### src/rtl/uart_pkg.sv
// uart_pkg: shared constants and arbiter state encoding for the uart transmit path
package uart_pkg;
    localparam int DATA_W = 7;
    typedef enum logic [1:0] {IDLE, FLUSH, WAIT_BUSY, WAIT_DONE} arb_state_t;
endpackage

### src/rtl/uart_rr_pick.sv
// uart_rr_pick: combinational round-robin picker, first set request at or above rr_ptr with wrap
module uart_rr_pick #(
    parameter int N_REQ = 4
) (
    input  logic [N_REQ-1:0]         req,
    input  logic [$clog2(N_REQ)-1:0] rr_ptr,
    output logic                     any,
    output logic [$clog2(N_REQ)-1:0] winner
);
    localparam int IW = $clog2(N_REQ);

    function automatic logic [IW-1:0] wrap_idx(input logic [IW-1:0] p, input int k);
        logic [IW:0] s;
        s = {1'b0, p} + (IW+1)'(k);
        return (s >= (IW+1)'(N_REQ)) ? IW'(s - (IW+1)'(N_REQ)) : s[IW-1:0];
    endfunction

    // Scan from the farthest offset down so the nearest requester is written last and wins.
    always_comb begin
        any = 1'b0;
        winner = '0;
        for (int k = N_REQ - 1; k >= 0; k--) begin
            if (req[wrap_idx(rr_ptr, k)]) begin
                any = 1'b1;
                winner = wrap_idx(rr_ptr, k);
            end
        end
    end
endmodule

### src/rtl/uart_tx_arbiter.sv
// uart_tx_arbiter: round-robin sharing of one uart_tx between N_REQ character producers,
// holding each grant until the transmitter's busy frame completes or fails to start.
module uart_tx_arbiter
    import uart_pkg::*;
#(
    parameter int N_REQ         = 4,
    parameter int DATA_W        = uart_pkg::DATA_W,
    parameter int START_TIMEOUT = 16
) (
    input  logic                     clk,
    input  logic                     rst_n,
    input  logic [N_REQ-1:0]         req_valid,
    input  logic [N_REQ*DATA_W-1:0]  req_data,
    output logic [N_REQ-1:0]         req_ack,
    output logic [DATA_W-1:0]        to_sent,
    output logic                     flush,
    input  logic                     busy,
    output logic [$clog2(N_REQ)-1:0] grant_id,
    output logic                     active,
    output logic                     timeout_err
);
    localparam int IW = $clog2(N_REQ);
    localparam int CW = $clog2(START_TIMEOUT);

    arb_state_t        state_q, state_d;
    logic [DATA_W-1:0] to_sent_q, to_sent_d;
    logic              flush_q, flush_d;
    logic [N_REQ-1:0]  req_ack_q, req_ack_d;
    logic [IW-1:0]     grant_id_q, grant_id_d;
    logic              active_q, active_d;
    logic              timeout_err_q, timeout_err_d;
    logic [IW-1:0]     rr_ptr_q, rr_ptr_d;
    logic [CW-1:0]     cnt_q, cnt_d;
    logic              any;
    logic [IW-1:0]     winner;

    uart_rr_pick #(.N_REQ(N_REQ)) u_pick (
        .req    (req_valid),
        .rr_ptr (rr_ptr_q),
        .any    (any),
        .winner (winner)
    );

    always_comb begin
        state_d       = state_q;
        to_sent_d     = to_sent_q;
        flush_d       = 1'b0;
        req_ack_d     = '0;
        grant_id_d    = grant_id_q;
        active_d      = active_q;
        timeout_err_d = 1'b0;
        rr_ptr_d      = rr_ptr_q;
        cnt_d         = cnt_q;
        case (state_q)
            IDLE: begin
                if (!busy && any) begin
                    to_sent_d  = req_data[winner*DATA_W +: DATA_W];
                    grant_id_d = winner;
                    req_ack_d  = N_REQ'(1) << winner;
                    flush_d    = 1'b1;
                    active_d   = 1'b1;
                    rr_ptr_d   = (winner == IW'(N_REQ - 1)) ? '0 : winner + 1'b1;
                    state_d    = FLUSH;
                end
            end
            FLUSH: begin
                cnt_d   = '0;
                state_d = WAIT_BUSY;
            end
            WAIT_BUSY: begin
                if (busy) begin
                    state_d = WAIT_DONE;
                end else if (cnt_q == CW'(START_TIMEOUT - 1)) begin
                    timeout_err_d = 1'b1;
                    active_d      = 1'b0;
                    state_d       = IDLE;
                end else begin
                    cnt_d = cnt_q + 1'b1;
                end
            end
            WAIT_DONE: begin
                if (!busy) begin
                    active_d = 1'b0;
                    state_d  = IDLE;
                end
            end
            default: state_d = IDLE;
        endcase
    end

    always_ff @(posedge clk or negedge rst_n) begin
        if (!rst_n) begin
            state_q       <= IDLE;
            to_sent_q     <= '0;
            flush_q       <= 1'b0;
            req_ack_q     <= '0;
            grant_id_q    <= '0;
            active_q      <= 1'b0;
            timeout_err_q <= 1'b0;
            rr_ptr_q      <= '0;
            cnt_q         <= '0;
        end else begin
            state_q       <= state_d;
            to_sent_q     <= to_sent_d;
            flush_q       <= flush_d;
            req_ack_q     <= req_ack_d;
            grant_id_q    <= grant_id_d;
            active_q      <= active_d;
            timeout_err_q <= timeout_err_d;
            rr_ptr_q      <= rr_ptr_d;
            cnt_q         <= cnt_d;
        end
    end

    assign to_sent     = to_sent_q;
    assign flush       = flush_q;
    assign req_ack     = req_ack_q;
    assign grant_id    = grant_id_q;
    assign active      = active_q;
    assign timeout_err = timeout_err_q;
endmodule

### config.mk
export PLATFORM = sky130hd
export DESIGN_NAME = uart_tx_arbiter
export DESIGN_NICKNAME = d
export VERILOG_FILES = /design/src/rtl/uart_pkg.sv /design/src/rtl/uart_rr_pick.sv /design/src/rtl/uart_tx_arbiter.sv
export SDC_FILE = /design/constraint.sdc
export NUM_CORES = 1
export LEC_CHECK = 0
export CORE_ASPECT_RATIO = 0.9
export CORE_MARGIN = 2
export CORE_UTILIZATION = 40
export CTS_CLUSTER_SIZE = 16
export DETAILED_ROUTE_END_ITERATION = 7
export PLACE_DENSITY_LB_ADDON = 0.05
export SYNTH_ARGS = -nofsm -noshare
export SYNTH_HDL_FRONTEND = slang
export SYNTH_SLANG_ARGS = --single-unit
### constraint.sdc
create_clock -name clk -period 2.19 [get_ports clk]
set_input_delay 0.219 -clock clk [delete_from_list [all_inputs] [get_ports clk]]
set_output_delay 0.219 -clock clk [all_outputs]
set_load 0.01 [all_outputs]
### Word level (Yosys, flattened, before mapping)

Cells that the tools add are included.

* logic and storage cells: 90
* output and inout port bits: 16
* register bits: 24
* input port bits: 35

* equal/unequal tests: 11
* reductions and logical operators: 9
* shifts and indexed selects: 2
* magnitude comparators: 8
* multiplexer cells: 41
* $mul: 1
* add/sub/neg operators: 9

Operators with widths (count)
* indexed part select 28 x 6 -> 7 bit: 1
* 2-to-1 mux 2 bit: 13
* 2-to-1 mux 1 bit: 17
* 2-to-1 mux 4 bit: 4
* < comparator 2 x 3 -> 1 bit, second input constant: 4
* != test 2 bit, second input constant: 5
* >= comparator 3 bit, second input constant: 3
* binary-select mux 1 bit (select 2 bit): 4
* one-hot mux 2 bit (4 select lines): 1
* one-hot mux 4 bit (2 select lines): 1
* subtractor 2 x 1 -> 2 bit, second input constant: 4
* adder 2 x 2 -> 3 bit, second input constant: 2
* == test 2 bit, second input constant: 3
* AND reduction 3 bit: 2
* multiplier 2 x 3 -> 5 bit, second input constant: 1
* AND reduction 5 bit: 1
* adder 4 x 1 -> 4 bit, second input constant: 1
* == test 4 bit, second input constant: 1
* << shifter 1 x 2 -> 4 bit, first input constant: 1
* adder 2 x 1 -> 3 bit, second input constant: 1
* >= comparator 2 x 3 -> 1 bit, second input constant: 1
* != test 3 bit, second input constant: 1
* one-hot mux 1 bit (3 select lines): 1
* nonzero test 3 bit: 1
* 7 further kinds: 7

### Depth between registers and ports, before layout

Gate-level depths: netlist (run 1).

* depth in word-level cells: 12
* gate-level depth with buffers: 8
* depth with buffers taken out: 6

### Hierarchy

Synthesis (run 1) repeated with hierarchy kept, for this count alone.

* cell total of the unflattened synthesis: 102
* area total of the unflattened synthesis: 1291.2 µm²

Modules (own cells, without submodules)
* uart_tx_arbiter: seq. area each 600.6 µm², cells each 89, area an instance 1213.7 µm², times used 1
* uart_rr_pick: seq. area each 0.0 µm², cells each 13, area an instance 77.6 µm², times used 1

### Worst setup path after synthesis (run 1)

Ideal clock, no wire load.

* path type: register -> register
* from: reg rr_ptr_q[1]
* to: reg to_sent_q[5], in the netlist to_sent[5]
* required time: 2.047 ns
* setup slack: 0.366 ns
* arrival: 1.682 ns
* period minus slack after synthesis: 1.824 ns
* setup time: 0.143 ns
* buffers on the path: 1
* stages on the path, launching flop included: 8
* cell sequence: dfrtp_1 -> mux2i_1 -> nor2_2 -> nor3_4 -> inv_4 -> buf_6 -> a2111oi_4 -> a311oi_1

* longest elaborated chain between the ends: 11
* elaborated cells on any way between the ends: 35
* classes of those cells: add/sub (7); mul (1); order compare (4); shift (1); mux (20); reduce/logical (2)

RTL lines
* from (decl): RTL line uart_tx_arbiter.sv:32 `logic [IW-1:0] rr_ptr_q, rr_ptr_d;`
* from (signal assigned): RTL line uart_tx_arbiter.sv:110 `rr_ptr_q <= rr_ptr_d;`
* adder 2 x 2 -> 3 bit: RTL line uart_rr_pick.sv:14 `s = {1'b0, p} + (IW+1)'(k);`
* >= comparator 3 bit / subtractor 2 x 1 -> 2 bit (equally long branches): RTL line uart_rr_pick.sv:15 `return (s >= (IW+1)'(N_REQ)) ? IW'(s - (IW+1)'(N_REQ)) : s[IW-1:0];`
* 2-to-1 mux 2 bit: RTL line uart_rr_pick.sv:15
* binary-select mux 1 bit (select 2 bit): RTL line uart_rr_pick.sv:23 `if (req[wrap_idx(rr_ptr, k)]) begin`
* 2-to-1 mux 1 bit (not written as such): RTL line uart_rr_pick.sv:23
* 2-to-1 mux 2 bit (3 in a row): RTL line uart_rr_pick.sv:23
* 2-to-1 mux 2 bit (*): RTL line uart_rr_pick.sv:23
* net u_pick.winner[0]: RTL line uart_rr_pick.sv:8 `output logic [$clog2(N_REQ)-1:0] winner`
* multiplier 2 x 3 -> 5 bit (*): RTL line uart_tx_arbiter.sv:57 `to_sent_d = req_data[winner*DATA_W +: DATA_W];`
* indexed part select 28 x 6 -> 7 bit (*): RTL line uart_tx_arbiter.sv:57
* to (signal assigned): RTL line uart_tx_arbiter.sv:104 `to_sent_q <= to_sent_d;`
* to (decl): RTL line uart_tx_arbiter.sv:26 `logic [DATA_W-1:0] to_sent_q, to_sent_d;`

Mark *: on every way through the listed nets, which the timed path passes. The rest lies on a longest branch. The select of a mux whose other input is x is not followed.
A chain may end at the register's enable or synchronous reset.

### Final worst setup path (run 1)

* from: in req_valid[0]
* to: reg to_sent_q[3], in the netlist to_sent[3]

* longest elaborated chain between the ends: 8
* elaborated cells on any way between the ends: 20
* classes of those cells: mul (1); shift (1); mux (16); reduce/logical (2)

RTL lines
* from (decl): RTL line uart_tx_arbiter.sv:12 `input logic [N_REQ-1:0] req_valid,`
* binary-select mux 1 bit (select 2 bit): RTL line uart_rr_pick.sv:23
* 2-to-1 mux 1 bit (not written as such): RTL line uart_rr_pick.sv:23
* 2-to-1 mux 2 bit / 2-to-1 mux 1 bit (equally long branches) (4 in a row): RTL line uart_rr_pick.sv:23
* multiplier 2 x 3 -> 5 bit / logical AND 1 bit (equally long branches): RTL line uart_tx_arbiter.sv:57, uart_tx_arbiter.sv:56
* indexed part select 28 x 6 -> 7 bit / AND reduction 2 bit (equally long branches)

Several ways; a longest one is shown, not always the timed one. The select of a mux whose other input is x is not followed.

==> results.md, run 1 <==
- Netlist cell types: 32
- Critical Path Start Type: input pin
- Clk root buf: clkbuf_8
- Syn Std Cell Area: 1360 um^2
- Clk slew on worst S/H paths: 0.09 ns
- Final GP Congestion: 0.771
- Hold_ws: 0.309 ns
- Residual DRC: 0
- Die X: 65.4 um
- CP max FO: 11
- CP Class: input pin to flop
- Final Hold Vio Count: 0
- Ys flop type: dfrtp_1
- H-tree levels: 1
- Hold crit path type: input pin to asynchronous set/reset pin
- Initial Util: 0.411
- Post-Syn Instances: 144
- Highest metal used: met4
- Clk sink count: 24
- Fin cells: 241
- Synth warnings: 0
- Cell row count: 20
- Final period util: 0.861
- GRT overflow: 0
- Yosys reg bits: 24
- Final min period: 1.89 ns
- Worst Skew: 0.00735 ns
- Setup violations, final: 0
- Max-Cap Viols: 0
- Worst skew pair latency: 0.26 ns
- Worst slew pin tran: 0.511 ns
- Chip height: 59.2 um
- Ant. Diodes: 0
- Outcome: completed
- Aggregate routed wire length: 3500 um
- Crit-path cells: clkdlybuf4s50_1 > a21oi_1 > o21ai_0 > o2bb2a_1 > and2_1 > a311oi_1
- Full die area: 3870 um^2
- Sequential area share after synthesis: 0.443
- Worst path slowest cell: o2bb2a_1
- Post-cts resize count: 0
- IO Pins: 51
- Tot GR Track Use: 0.200
- DR pass1 iterations: 4
- Synthesized Nets: 184
- Largest net degree at the start of global routing: 25
- Post-synth ARST share: 1.00
- Initial antenna violation count: 0
- Metal2 WL: 1600 um
- Max Transition Viols Final: 0
- FILL cells: 320
- Core area: 3300 um^2
- Global-route wire length before repair: 5950 um
- Number of global-route vias before repair: 1278
- Fmax: 0.530 GHz
- Initial drt markers: 93
- Clock Tree Buf Depth: 2
- VDD IR max: 0.557 mV
- Number of flops mapped to enable cells by yosys: 0
- Vias: 1282
- Final #Nets: 238
- Pwr per Cell Area: 969 nW/um^2
- Synth-to-layout area growth: 45.6%
- Register Area: 601 um^2
- Met1 Wirelength: 1670 um
- Crit end category: flop
- CP arrival: 2.01 ns
- Setup TNS: 0 ns
- Antenna Nets Post-Route: 0
- Final HPWL DP: 2650 um
- Critical Path Max Stage Delay: 0.51 ns
- # port buffers: 50
- Pleak: 0.000810 uW
- Area taken by multi-input logic gates: 682 um^2
- Syn_area_per_cell: 9.42 um^2
- WL/cell: 14.5 um
- Rel. slew slack: 0.654
- Cts bufs inserted: 3
- RSZ-0062 raised after global routing: no
- Setup bufs post-CTS: 0
- CTS tree: built
- Met3 routed WL: 221 um
- Placed Cells: 237
- Fraction of layout cells with a size suffix above 1: 0.0964
- Cts hold-fix bufs: 0
- Via density per instance: 5.32
- CP required: 2.31 ns
kinds of logic (layout without fill, tap and decap cells):
group | after synthesis | after routing | share of synthesized area
flip-flops | 24 | 24 | 0.443
buffers and inverters | 15 | 68 | 0.0544
AO/OA/AOI/OAI | 36 | 36 | 0.198
multiplexers | 1 | 1 | 0.00738
adder cells (fa/ha/maj) | 5 | 5 | 0.0461
AND/OR/NAND/NOR | 63 | 63 | 0.251
final cells by class:
type / count / share of cell area
Clock buffer: 4 / 0.0279
Inverter: 7 / 0.0146
Multi-Input combinational cell: 105 / 0.345
Sequential cell: 24 / 0.304
Tap cell: 44 / 0.0279
Timing Repair Buffer: 57 / 0.280
registers in the layout, summed over array words and instances (netlist names), 2 cells and up:
register and cells:
to_sent 7, cnt_q 4, req_ack 4, grant_id 2, rr_ptr_q 2, state_q 2
metrics by stage:
| step | setup WS, ns | util | cell area, um^2 | power (uW) |
|---|---|---|---|---|
| after CTS | 0.289 | 0.598 | 1970 | 1930 |
| after floorplan | 0.366 | - | 1360 | 1210 |
| final | 0.305 | 0.598 | 1970 | 1910 |
| after global routing | 0.146 | 0.598 | 1970 | 2080 |
| after detailed placement | 0.0310 | 0.581 | 1920 | 1630 |
| after global placement | 0.103 | 0.581 | 1920 | 1600 |
power breakdown:
| group | total, uW | switching, uW | internal, uW |
|---|---|---|---|
| combinational | 874 | 426 | 448 |
| clock | 297 | 137 | 160 |
| sequential | 742 | 148 | 594 |
| total | 1910 | 712 | 1200 |
Yosys cell counts, types with 2 or more instances:
library cell  number  area, um^2
a2111oi_0          6        52.6
a21oi_1            8        40.0
nand2b_1           3        18.8
dfrtp_1           24         601
nand2_1           25        93.8
ha_1               5        62.6
a31oi_1            3        18.8
nand3_1            2        10.0
inv_1              5        18.8
nor3_1             2        10.0
nor2_1            10        37.5
o21ai_0            7        35.0
a311oi_1           7        61.3
clkbuf_1           6        22.5
nor4_1             3        18.8
and2_1             5        31.3
buf_6              2        22.5
nor4b_1            7        61.3
worst paths after layout:
kind	slack [ns]	startpoint	endpoint	depth (start not counted)
worst max-delay path	0.30	req_valid[0]	to_sent[3]	6
worst min-delay path	0.31	rst_n	req_ack[1]	2
worst max register to register	0.31	rr_ptr_q[1]	to_sent[3]	5
worst min register to register	0.50	grant_id[1]	grant_id[1]	1
max in group asynchronous	1.64	rst_n	cnt_q[0]	2
min in group clk	0.50	grant_id[1]	grant_id[1]	1
layout by cell type, fill, tap and decap left out:
master / synthesis / routed
dfrtp_1: 24 / 24
nor2_1: 10 / 10
nor3b_1: 1 / 1
mux2i_1: 1 / 1
buf_4: 0 / 7
a21oi_1: 8 / 8
o21ai_0: 7 / 7
nor4_1: 3 / 3
inv_2: 1 / 1
clkbuf_8: 0 / 4
clkdlybuf4s50_1: 0 / 50
nand3b_1: 1 / 1
nor3_4: 1 / 1
a2111oi_0: 6 / 6
inv_4: 1 / 1
a2111oi_4: 1 / 1
nor3_1: 2 / 2
and3_4: 1 / 1
nor4b_1: 7 / 7
a311oi_1: 7 / 7
o2bb2a_1: 1 / 1
a31oi_1: 3 / 3
inv_1: 5 / 5
ha_1: 5 / 5
nand2_1: 25 / 25
a21o_1: 1 / 1
and2_1: 5 / 5
a21oi_2: 1 / 1
nor2_2: 1 / 1
a211oi_1: 1 / 1
nand3_1: 2 / 2
nand2b_1: 3 / 3
or4b_2: 1 / 1
worst max-delay path, delay by kind of cell:
family	cells	cell delay, ns
AOI/OAI and AO/OA	4	0.90
buffers and inverters	1	0.49
and+or+nand+nor	1	0.39
layer usage:
| metal | vias up | GRT usage |
|---|---|---|
| li1 | 629 | - |
| met1 | 607 | 0.282 |
| met2 | 44 | 0.325 |
| met3 | 2 | 0.0361 |
| met4 | 0 | 0.0446 |
| met5 | - | 0 |
(Power assumes the default switching activity.)
==> run 2, diff against run 1 <==
--- a/config.mk
+++ b/config.mk
@@ -7,7 +7,7 @@
 export LEC_CHECK = 0
 export CORE_ASPECT_RATIO = 0.9
 export CORE_MARGIN = 2
-export CORE_UTILIZATION = 40
+export CORE_UTILIZATION = 44
 export CTS_CLUSTER_SIZE = 16
 export DETAILED_ROUTE_END_ITERATION = 7
 export PLACE_DENSITY_LB_ADDON = 0.05
==> run 2 against run 1 <==
Clock-buffer cell count unchanged. Sequential power shrank 0.5%. Fmax hardly changed. Core utilization increased by 5.4 points. Highest routed layer unchanged.
==> results.md, run 2 (synthesis results as in run 1) <==
- Cts hold-fix bufs: 0 (unchanged)
- CP required: 2.37 ns (+0.06 ns)
- Tot GR Track Use: 0.203 (+0.00306)
- Fmax: 0.530 GHz (about the same)
- Initial Util: 0.453 (+0.0422)
- IO Pins: 51 (unchanged)
- Rel. slew slack: 0.681 (+0.0262)
- Worst path slowest cell: o2bb2a_1
- Critical Path Start Type: flop
- Global-route wire length before repair: 5720 um (-3.9%)
- Clk slew on worst S/H paths: 0.14 ns (+0.05 ns)
- WP depth: 5 (-1)
- Fin cells: 239 (-0.83%)
- DR pass1 iterations: 4 (unchanged)
- Ant. Diodes: 0 (unchanged)
- Max Transition Viols Final: 0 (unchanged)
- Worst Setup EP: to_sent[5]
- R2R Path Start: rr_ptr_q[1]
- Initial antenna violation count: 0 (unchanged)
- Final Hold Vio Count: 0 (unchanged)
- R2r worst-path depth: 5 (unchanged)
- Largest net degree at the start of global routing: 25 (unchanged)
- Vias: 1272 (-0.78%)
- Critical Path Max Stage Delay: 0.51 ns (about the same)
- Worst Skew: 0.00931 ns (+0.00195 ns)
- WL/cell: 14.3 um (-1.8%)
- Cts bufs inserted: 3 (unchanged)
- Synth-to-layout area growth: 44.0%
- H-tree levels: 1 (unchanged)
- Clk root buf: clkbuf_4
- Crit end category: flop
- RSZ-0062 raised after global routing: no
- Cell row count: 19 (-5.0%)
- Aggregate routed wire length: 3410 um (-2.6%)
- Setup bufs post-CTS: 0 (unchanged)
- Antenna Nets Post-Route: 0 (unchanged)
- Pwr per Cell Area: 943 nW/um^2 (-2.7%)
- Commonest non-fill, non-tap cell in the layout: clkdlybuf4s50_1
- Reg2Reg Setup Slack: 0.30 ns (about the same)
- Final period util: 0.861 (about the same)
- Max-Cap Viols: 0 (unchanged)
- Clk sink count: 24 (unchanged)
- Setup TNS: 0 ns (unchanged)
- Final HPWL DP: 2560 um (-3.2%)
- Worst skew pair latency: 0.31 ns (+0.05 ns)
- Die X: 62.5 um (-4.4%)
- Final GP Congestion: 0.819 (+6.3%)
- Largest register FFs: 7 (unchanged)
- Via density per instance: 5.32 (about the same)
- Most frequent cells in the layout: 50 x clkdlybuf4s50_1, 25 x nand2_1, 24 x dfrtp_1
- # port buffers: 50 (unchanged)
- Crit-path cells: a21oi_1 > o21ai_0 > o2bb2a_1 > and2_1 > a311oi_1
- CTS tree: built
- Clock Tree Buf Depth: 2 (unchanged)
- Initial drt markers: 82 (-12%)
- Outcome: completed
- Area taken by multi-input logic gates: 682 um^2 (unchanged)
- Critical Path Start: rr_ptr_q[1]
- Worst R2R End: to_sent[5]
- GRT overflow: 0 (unchanged)
- Hold crit path type: input pin to asynchronous set/reset pin
- Chip height: 56.7 um (-4.3%)
- FILL cells: 266 (-17%)
- Final min period: 1.89 ns (+0.00136 ns)
- Buf/Inv on CP: 0 (-1)
- Number of global-route vias before repair: 1255 (-1.8%)
- VDD IR max: 0.578 mV (+3.7%)
- Placed Cells: 235 (-0.84%)
- Pleak: 0.000803 uW (-0.85%)
- CP Class: flop to flop
- CP max FO: 11 (unchanged)
- Residual DRC: 0 (unchanged)
- Register Area: 601 um^2 (unchanged)
- Setup violations, final: 0 (unchanged)
- Fraction of layout cells with a size suffix above 1: 0.0964 (unchanged)
- Worst slew pin tran: 0.467 ns (-0.0442 ns)
- Full die area: 3540 um^2 (-8.5%)
- Final #Nets: 238 (unchanged)
- Core area: 3000 um^2 (-9.3%)
- CP arrival: 2.07 ns (+0.06 ns)
- CP top delay family: compound AO/OA/AOI/OAI gates
- Post-cts resize count: 0 (unchanged)
==> run 2: cell counts in the layout (fill, tap and decap cells not counted) <==
Identical to the previous run, type by type.
==> run 2: how the worst min path moves through the flow <==
| stage | startpoint | endpoint | slack, ns |
|---|---|---|---|
| 2_1_floorplan | rst_n | active | -0.08 |
| 3_3_place_gp | grant_id[1] | grant_id[1] | 0.47 |
| 3_5_place_dp | grant_id[1] | grant_id[1] | 0.47 |
| 4_1_cts | rst_n | timeout_err | 0.26 |
| 5_1_grt | rst_n | req_ack[0] | 0.28 |
| 6_report | rst_n | req_ack[1] | 0.25 |
==> run 2: layout make-up <==
cell class                      count  share of cell area
Timing Repair Buffer               57               0.283
Multi-Input combinational cell    105               0.349
Inverter                            7              0.0147
Sequential cell                    24               0.307
Clock buffer                        4              0.0186
Tap cell                           42              0.0269
==> run 2: per-layer routing <==
layer | routed length (um) | share of wire | GRT usage
met1 | 1580 | 0.46 | 0.269
met2 | 1660 | 0.49 | 0.350
met3 | 166 | 0.049 | 0.0341
met4 | 15 | 0.0044 | 0.0476
met5 | 0 | 0 | 0
==> run 2: metrics by stage <==
stage               utilization  setup slack [ns]  area, um^2  power (uW)  hold slack [ns]
floorplan                     -             0.366        1360        1210          -0.0766
global placement          0.640            0.0722        1920        1590            0.473
detailed placement        0.640           -0.0490        1920        1620            0.469
CTS                       0.652             0.272        1950        1850            0.258
global route              0.652            0.0899        1950        1980            0.277
finish                    0.652             0.303        1950        1840            0.247
==> run 2: where the power goes <==
| part | switching [uW] | internal (uW) |
|---|---|---|
| registers | 145 | 593 |
| clock network | 131 | 101 |
| logic | 423 | 448 |
| total | 700 | 1140 |
==> run 3, diff against run 2 <==
--- a/config.mk
+++ b/config.mk
@@ -10,6 +10,7 @@
 export CORE_UTILIZATION = 44
 export CTS_CLUSTER_SIZE = 16
 export DETAILED_ROUTE_END_ITERATION = 7
+export GPL_TIMING_DRIVEN = 0
 export PLACE_DENSITY_LB_ADDON = 0.05
 export SYNTH_ARGS = -nofsm -noshare
 export SYNTH_HDL_FRONTEND = slang
==> run 3 against run 2 <==
Highest routed layer unchanged. Fmax down 4.4%. Core utilization decreased by 0.17 points. Clock power about the same. Sequential power is 4.5% lower. Flip-flop and latch count did not move. Setup slack lost 0.086 ns. Die area unchanged. Via count is 0.79% higher. Global-route usage increased by 1.2 points. Clock-buffer cell count did not move.
==> results.md, run 3 (synthesis results as in run 1) <==
- Worst slew pin tran: 1.06 ns (+0.592 ns)
- Max Transition Viols Final: 0 (unchanged)
- Critical Path Most Common Cell: clkbuf_1
- Internal power: 1150 uW (+0.31%)
- Post-place setup slack: -0.275 ns (-0.226 ns)
- Cell row count: 19 (unchanged)
- Setup violations, final: 0 (unchanged)
- Critical Path Max Stage Delay: 0.48 ns (-0.03 ns)
- Antenna Nets Post-Route: 0 (unchanged)
- Aggregate routed wire length: 3350 um (-1.8%)
- Worst skew pair latency: 0.31 ns (about the same)
- CTS tree: built
- Vias: 1282 (+0.79%)
- Fin area: 1950 um^2 (-0.26%)
- Chip height: 56.7 um (unchanged)
- Die X: 62.5 um (unchanged)
- CP arrival: 2.16 ns (+0.09 ns)
- IO Pins: 51 (unchanged)
- Buf/Inv on CP: 2 (+2)
- Global-route wire length before repair: 6010 um (+5.1%)
- Final period util: 0.901 (+0.0393)
- Cts bufs inserted: 3 (unchanged)
- Final GP Congestion: 0.856 (+4.5%)
- Combinational fraction of design power: 0.493 (+0.020)
- Number of global-route vias before repair: 1349 (+7.5%)
- Clk root buf: clkbuf_4
- # port buffers: 50 (unchanged)
- Most frequent cells in the layout: 50 x clkdlybuf4s50_1, 25 x nand2_1, 24 x dfrtp_1
- CP max FO: 10 (-1)
- WL/cell: 14.0 um (-1.8%)
- VDD IR max: 0.550 mV (-4.9%)
- Outcome: completed
- Hold_ws: 0.457 ns (+0.210 ns)
- Rel. slew slack: 0.292 (-0.389)
- Net switching power: 706 uW (+0.88%)
- Initial drt markers: 62 (-24%)
- Largest net degree at the start of global routing: 25 (unchanged)
- Hold crit path type: input pin to asynchronous set/reset pin
- Largest register FFs: 7 (unchanged)
- Residual DRC: 0 (unchanged)
- Synth-to-layout area growth: 43.6%
- Commonest non-fill, non-tap cell in the layout: clkdlybuf4s50_1
- CP top delay family: compound AO/OA/AOI/OAI gates
- Max-Cap Viols: 0 (unchanged)
- Full die area: 3540 um^2 (unchanged)
- Worst path slowest cell: a2111oi_0
- GRT overflow: 0 (unchanged)
- Crit-path cells: clkbuf_1 > nor3_1 > nand2b_1 > clkbuf_1 > a2111oi_0 > a311oi_1
- Initial antenna violation count: 0 (unchanged)
- Cts hold-fix bufs: 0 (unchanged)
- Final WS setup: 0.217 ns (-0.0861 ns)
- Sequential share of power: 0.381 (-0.020)
- CP required: 2.38 ns (about the same)
- Crit end category: flop
- Cell Area, Placed: 1910 um^2 (-0.39%)
- CP Class: flop to flop
- Pleak: 0.000793 uW (-1.2%)
- Initial Util: 0.453 (unchanged)
- Clock Tree Buf Depth: 2 (unchanged)
- Critical Path Start Type: flop
- DR pass1 iterations: 4 (unchanged)
- Final Util: 0.650 (-0.00167)
- Via density per instance: 5.36 (+0.79%)
- Clock share of power: 0.127 (about the same)
- Ant. Diodes: 0 (unchanged)
- Fraction of layout cells with a size suffix above 1: 0.0812 (-0.0152)
- Sw frac: 0.381 (+0.00134)
- Worst Skew: 0.00364 ns (-0.00567 ns)
- Final HPWL DP: 2580 um (+0.84%)
- Final min period: 1.97 ns (+0.0861 ns)
- Tot GR Track Use: 0.215 (+0.0117)
- Pwr per Cell Area: 950 nW/um^2 (+0.78%)
- Clk slew on worst S/H paths: 0.13 ns (about the same)
- Clk sink count: 24 (unchanged)
- H-tree levels: 1 (unchanged)
- Core area: 3000 um^2 (unchanged)
- RSZ-0062 raised after global routing: no
- Final Hold Vio Count: 0 (unchanged)
- Fmax: 0.507 GHz (-4.4%)
- Final #Nets: 238 (unchanged)
-- run 3: path summary, 6_finish.rpt --
kind,start,slack [ns],end,cells past startpoint
worst min register to register,grant_id[1],0.50,grant_id[1],1
worst max register to register,state_q[1],0.22,to_sent[4],6
max in group asynchronous,rst_n,1.10,to_sent[1],1
min in group clk,req_data[27],0.46,to_sent[6],3
worst min-delay path,rst_n,0.46,req_ack[1],1
worst max-delay path,state_q[1],0.22,to_sent[4],6
-- run 3: metal layers --
| layer | wire [um] | global-route usage | up-vias |
|---|---|---|---|
| met3 | 182 | 0.0341 | 4 |
| met5 | 0 | 0 | - |
| met1 | 1530 | 0.289 | 604 |
| met4 | 29 | 0.0571 | 0 |
| met2 | 1610 | 0.364 | 45 |
| li1 | - | - | 629 |
-- run 3: through the flow --
| stage | std cells | total power [uW] | TNS (ns) |
|---|---|---|---|
| 4_1_cts | 241 | 1870 | 0 |
| 2_1_floorplan | 144 | 1210 | 0 |
| 6_report | 239 | 1850 | 0 |
| 3_3_place_gp | 236 | 1590 | -1.69 |
| 3_5_place_dp | 236 | 1620 | -2.09 |
| 5_1_grt | 239 | 2020 | 0 |
-- run 3: final cells by class --
type | instances | area, um^2
Fill cell | 279 | 1050
Multi-Input combinational cell | 105 | 683
Sequential cell | 24 | 601
Timing Repair Buffer | 51 | 508
Tap cell | 42 | 52.6
Buffer | 6 | 38.8
Clock buffer | 4 | 36.3
Inverter | 7 | 28.8
-- run 3: power groups by stage --
stage	Clock (uW)	Sequential, uW	Combinational (uW)
global route	265	731	1020
floorplan	0	742	473
detailed placement	0	713	908
CTS	238	707	922
global placement	0	706	882
finish	234	705	912
-- run 3: timing repair --
action,in CTS,in global routing
buffers inserted,1,0
gates resized for setup,0,3
pin swaps,1,0
setup endpoints to repair,1,8
